--- src/rtl/uart_pkg.sv ---
// Shared UART definitions: receiver state encoding and oversampling constants.
// Reusable by uart_tx.
package uart_pkg;

    localparam int OVERSAMPLE = 16;
    localparam int SAMPLE_MID = 8;
    localparam int DATA_BITS  = 8;
    localparam int IDX_W      = $clog2(DATA_BITS);

    typedef enum logic [2:0] {
        IDLE   = 3'd0,
        START  = 3'd1,
        DATA   = 3'd2,
        PARITY = 3'd3,
        STOP   = 3'd4,
        BREAK  = 3'd5
    } rx_state_t;

endpackage

--- src/rtl/uart_rx_tick_gen.sv ---
// Fractional phase-accumulator producing 16x-baud oversample ticks; i_clr
// realigns the phase to a start edge.
module uart_rx_tick_gen
    import uart_pkg::*;
#(
    parameter int clk_freq = 12000000,
    parameter int baud     = 115200
) (
    input  logic clk,
    input  logic rst_n,
    input  logic i_clr,
    output logic o_tick
);

    localparam logic [32:0] INC = 33'(OVERSAMPLE * baud);
    localparam logic [32:0] LIM = 33'(clk_freq);

    logic [31:0] r_acc;
    logic        r_tick;
    logic [32:0] w_sum;

    // One spare bit so the add cannot wrap before the compare.
    assign w_sum  = {1'b0, r_acc} + INC;
    assign o_tick = r_tick;

    always_ff @(posedge clk) begin
        if (!rst_n) begin
            r_acc  <= '0;
            r_tick <= 1'b0;
        end else if (i_clr) begin
            r_acc  <= '0;
            r_tick <= 1'b0;
        end else if (w_sum >= LIM) begin
            r_acc  <= 32'(w_sum - LIM);
            r_tick <= 1'b1;
        end else begin
            r_acc  <= w_sum[31:0];
            r_tick <= 1'b0;
        end
    end

endmodule

--- src/rtl/uart_rx.sv ---
// 16x-oversampling UART receiver, 8N1 LSB first, majority vote at mid-bit.
// Define UART_RX_PARITY_EN for 8E1 with a parity_err strobe.
module uart_rx
    import uart_pkg::*;
#(
    parameter int clk_freq = 12000000,
    parameter int baud     = 115200
) (
    input  logic       clk,
    input  logic       rst_n,
    input  logic       rx,
    output logic [7:0] rx_data,
    output logic       rx_valid,
    output logic       rx_busy,
    output logic       frame_err,
    output logic       parity_err
);

    localparam logic [IDX_W-1:0] LAST_IDX = IDX_W'(DATA_BITS - 1);
    localparam logic [3:0]       T_PRE    = 4'(SAMPLE_MID - 1);
    localparam logic [3:0]       T_MID    = 4'(SAMPLE_MID);
    localparam logic [3:0]       T_POST   = 4'(SAMPLE_MID + 1);

    rx_state_t              r_state, w_next;
    logic [1:0]             r_sync;
    logic [3:0]             r_tcnt;
    logic                   r_s7, r_s8;
    logic [IDX_W-1:0]       r_idx;
    logic [DATA_BITS-1:0]   r_shift;
    logic [7:0]             r_data;
    logic                   r_valid, r_ferr;
    logic                   w_rxs, w_tick, w_at9, w_vote, w_deliver, w_ferr_set;
    logic [3:0]             w_tnum;

    assign w_rxs  = r_sync[1];
    // Tick numbering starts at 1 after the start edge, so ticks 7..9 straddle mid-bit.
    assign w_tnum = r_tcnt + 4'd1;
    assign w_at9  = w_tick && (w_tnum == T_POST);
    assign w_vote = (r_s7 & r_s8) | (r_s7 & w_rxs) | (r_s8 & w_rxs);

    uart_rx_tick_gen #(
        .clk_freq (clk_freq),
        .baud     (baud)
    ) u_tick (
        .clk    (clk),
        .rst_n  (rst_n),
        .i_clr  (r_state == IDLE),
        .o_tick (w_tick)
    );

    always_ff @(posedge clk) begin
        if (!rst_n) r_state <= IDLE;
        else        r_state <= w_next;
    end

    always_comb begin
        w_next     = r_state;
        w_deliver  = 1'b0;
        w_ferr_set = 1'b0;
        case (r_state)
            IDLE:  if (!w_rxs) w_next = START;
            START: if (w_at9) w_next = w_vote ? IDLE : DATA;
            DATA: begin
                if (w_at9 && r_idx == LAST_IDX) begin
`ifdef UART_RX_PARITY_EN
                    w_next = PARITY;
`else
                    w_next = STOP;
`endif
                end
            end
`ifdef UART_RX_PARITY_EN
            PARITY: if (w_at9) w_next = STOP;
`endif
            STOP: begin
                if (w_at9) begin
                    if (w_vote) begin
                        w_next    = IDLE;
                        w_deliver = 1'b1;
                    end else begin
                        w_next     = BREAK;
                        w_ferr_set = 1'b1;
                    end
                end
            end
            BREAK:   if (w_rxs) w_next = IDLE;
            default: w_next = IDLE;
        endcase
    end

    always_ff @(posedge clk) begin
        if (!rst_n) begin
            r_sync  <= 2'b11;
            r_tcnt  <= '0;
            r_s7    <= 1'b1;
            r_s8    <= 1'b1;
            r_idx   <= '0;
            r_shift <= '0;
            r_data  <= '0;
            r_valid <= 1'b0;
            r_ferr  <= 1'b0;
        end else begin
            r_sync  <= {r_sync[0], rx};
            r_valid <= w_deliver;
            r_ferr  <= w_ferr_set;
            if (r_state == IDLE)  r_tcnt <= '0;
            else if (w_tick)      r_tcnt <= w_tnum;
            if (w_tick && w_tnum == T_PRE) r_s7 <= w_rxs;
            if (w_tick && w_tnum == T_MID) r_s8 <= w_rxs;
            if (r_state == START) r_idx <= '0;
            if (r_state == DATA && w_at9) begin
                r_shift[r_idx] <= w_vote;
                r_idx          <= r_idx + 1'b1;
            end
            if (w_deliver) r_data <= r_shift;
        end
    end

`ifdef UART_RX_PARITY_EN
    logic r_par, r_perr;

    always_ff @(posedge clk) begin
        if (!rst_n) begin
            r_par  <= 1'b0;
            r_perr <= 1'b0;
        end else begin
            if (r_state == PARITY && w_at9) r_par <= w_vote;
            r_perr <= w_deliver && (r_par != ^r_shift);
        end
    end

    assign parity_err = r_perr;
`else
    assign parity_err = 1'b0;
`endif

    assign rx_data   = r_data;
    assign rx_valid  = r_valid;
    assign frame_err = r_ferr;
    assign rx_busy   = (r_state != IDLE);

endmodule

--- config.mk ---
export PLATFORM = sky130hd
export DESIGN_NAME = uart_rx
export DESIGN_NICKNAME = d
export VERILOG_FILES = /design/src/rtl/uart_pkg.sv /design/src/rtl/uart_rx_tick_gen.sv /design/src/rtl/uart_rx.sv
export SDC_FILE = /design/constraint.sdc
export NUM_CORES = 1
export LEC_CHECK = 0
export CORE_MARGIN = 2
export CORE_UTILIZATION = 51
export DETAILED_ROUTE_END_ITERATION = 6
export GPL_ROUTABILITY_DRIVEN = 0
export PLACE_DENSITY_LB_ADDON = 0.3
export SLEW_MARGIN = 20
export SYNTH_ARGS = -nofsm -noshare
export SYNTH_HDL_FRONTEND = slang
export SYNTH_SLANG_ARGS = --single-unit
--- constraint.sdc ---
create_clock -name clk -period 5.16 [get_ports clk]
set_input_delay 0.774 -clock clk [delete_from_list [all_inputs] [get_ports clk]]
set_output_delay 0.774 -clock clk [all_outputs]
set_load 0.005 [all_outputs]
==> summary.md <==
| Metric | Value |
|---|---|
| Status | complete, no violations |
| CTS tree | built |
| # DRC | 0 |
| Post-CTS Resized | 0 |
| Crit path largest cell delay | 0.74 ns |
| Dpl hpwl | just under 5 mm |
| Area of the multi-input gates | between 0.002 and 0.0025 mm^2 |
| Fin crit share | 0.702 |
| Total setup buffers inserted after CTS | 0 |
| Register bit total from synthesis | 57 |
| Synth warn | 0 |
| Post-Route Setup TNS | 0 ns |
| Unique cell type count in the Yosys netlist | 70 |
| CTS clock-pin slew for the worst setup and hold paths | roughly 0.070 ns |
| Core Region | roughly 0.0067 mm^2 |
| Final Power | about 0.99 mW |
| Fin crit period | 3.62 ns |
| Unrepaired setup endpoints after global routing | false |
| Buffers added on ports | 13 |
| Die W | roughly 87 um |
| Leak | between 1 and 1.5 nW |
| Bufs and invs on worst path | 0 |
| Most used cell, CP | mux2i_1 |
| Share of the synthesized area in the top cell type | 0.327 |
| ANT cells | 0 |
| Clk Latency, worst-skew pair | between 0.3 and 0.4 ns |
| Height of the die | around 87 um |
| CP Capture Type | flip-flop |
| Core Rows | 30 |
| Register area share after synthesis | 0.327 |
| Worst setup path class | reg -> reg |
| Fmax | between 200 and 300 MHz |
| Antenna violations before repair | 0 |
| Startpoint types | flip-flop |
| Clk sink count | 57 |
| Ys async rst share | 0 |
| Arrival time at the worst endpoint | slightly below 4 ns |
| Vias in the first global route | 2756 |
| Number of flops mapped to enable cells by yosys | 0 |
| Top post-synthesis cells by area | dfxtp_1, mux2i_1, xnor2_1, nor2_1, nor2b_1 |
| Post-CTS Hold Fix Bufs | 0 |
| Hold Fails Final Rpt | 0 |
| Layout cells sized above 1 | 0.0990 |
| Rel. slew slack | 0.392 |
| Drt pass-1 iters | 7 |
| Grt total ovfl | 0 |
| Total Routing Usage GR | 0.204 |
| Syn nets | ~420 |
| Filler cell count | 602 |
| Setup Viol. Count Final | 0 |
| Cells after synthesis | between 400 and 500 |
| # nets final | about 420 |
| Longest Clk Path Bufs | 2 |
| Avg Inst Size Synth | between 8 and 9 um^2 |
| Crit-path cells | ha_1, nand4_2, or4_1, o32ai_1, o21a_1, o21ai_1, nor3_2, mux2i_1, mux2i_1 |
| Global-route wire length before repair | around 12 mm |
| Die ar. | roughly 0.0075 mm^2 |
| Cts bufs inserted | 9 |
| Worst IR Drop VDD | 0.225 mV |
| Root Buffer Master | clkbuf_8 |
| Register Area | ~0.0011 mm^2 |
| Max Cap Violations | 0 |
| Post-DR vias/cell | 5.77 |
| CP Max Fanout | 12 |
| Initial DRC Count | roughly 130 |
| Min-Delay Path Class | reg -> reg |
| Htree depth | 3 |
| DP Worst Slack | between 1.5 and 2 ns |
| Leading area contributor after synthesis | dfxtp_1 |
| Wirelength, routed | roughly 7.1 mm |
| Worst EP required | ~5.4 ns |
| PwrDens | 257 mW/mm^2 |
| Least-Margin Pin Slew | roughly 0.9 ns |
| Clk_skew | 0.00725 ns |
| Fin. max-slew vios | 0 |
| Initial Util | 0.520 |
| Syn Std Cell Area | between 0.003 and 0.004 mm^2 |
| DR vias | approximately 2.8k |
| Worst Setup Slack, final | roughly 1.5 ns |
| Io pins | 15 |
| Cell family with most CP delay | simple AND/OR/NAND/NOR gates |
| Area delta synth->final | 10.3% |
| Largest net degree at the start of global routing | 33 |
| Routed Antenna Nets | 0 |
| Most common flop cell mapped by yosys | dfxtp_1 |
| Drt wl/cell | around 14 um |
| CP max stage cell | nor3_2 |
cell families (layout without fill, tap and decap cells):
| kind of cell | Yosys count | after routing | share of synthesized area |
|---|---|---|---|
| mux | 24 | 24 | 0.0691 |
| xor+xnor | 31 | 31 | 0.0799 |
| simple gates | 174 | 174 | 0.277 |
| flops | 57 | 57 | 0.327 |
| fa+ha+maj | 10 | 10 | 0.0351 |
| other cells | 1 | 1 | 0.00107 |
| compound gates | 81 | 81 | 0.174 |
| buf+inv | 26 | 36 | 0.0369 |
final cells by class:
class | instances | share of cell area
multi-input combinational | 321 | 0.577
sequential | 57 | 0.296
clock inverter | 7 | 0.0263
timing repair buffer | 15 | 0.0377
inverter | 5 | 0.00487
tap | 80 | 0.0260
clock buffer | 9 | 0.0321
cells in the mapped netlist (all sizes together) (7+ instances only):
cell / count
a21oi: 17
and2: 10
buf: 10
clkbuf: 11
dfxtp: 57
ha: 9
mux2i: 23
nand2: 23
nand2b: 12
nand3: 17
nor2: 40
nor2b: 19
nor3: 14
o21ai: 10
o31ai: 7
xnor2: 25
worst paths after layout:
check,startpoint,to,slack [ns],depth (start not counted)
max reg2reg,u_tick.r_acc[13],u_tick.r_acc[17],1.54,9
max,u_tick.r_acc[13],u_tick.r_acc[17],1.54,9
min,r_sync[0],r_sync[1],0.42,1
min reg2reg,r_sync[0],r_sync[1],0.42,1
where the power goes:
part | switching (mW) | internal [mW]
combinational | 0.0355 | 0.0255
clock | 0.203 | 0.276
sequential | 0.00834 | 0.444
total | 0.247 | 0.745
per-stage QoR:
step,util,std cells,hold slack [ns],instance area [um^2]
4_1_cts,0.574,494,0.423,3850
5_1_grt,0.574,494,0.451,3850
2_1_floorplan,-,404,0.386,3490
6_report,0.574,494,0.418,3850
3_3_place_gp,0.540,478,0.397,3630
3_5_place_dp,0.540,478,0.394,3630
registers in the layout (all words and copies together), names as in the netlist:
| name | flops |
|---|---|
| r_tcnt | 4 |
| frame_err | 1 |
| r_state | 3 |
| rx_valid | 1 |
| r_idx | 3 |
| r_s8 | 1 |
| u_tick.o_tick | 1 |
| r_sync | 2 |
| u_tick.r_acc | 24 |
| rx_data | 8 |
| r_shift | 8 |
| r_s7 | 1 |
cell usage in the layout, fill, tap and decap left out, drive strengths merged, types with 12 or more instances in the layout:
master	n
nor3	14
mux2i	23
nand2b	12
dfxtp	57
nand3	17
a21oi	17
nor2b	19
clkdlybuf4s50	13
nand2	23
nor2	40
xnor2	25
metal layers:
layer	up-vias	global-route usage	wire length [um]
li1	1456	-	-
met1	1330	0.261	3490
met2	42	0.327	3230
met3	21	0.0495	191
met4	0	0.0909	181
met5	-	0	0
Power figures use the tool's default switching activity.
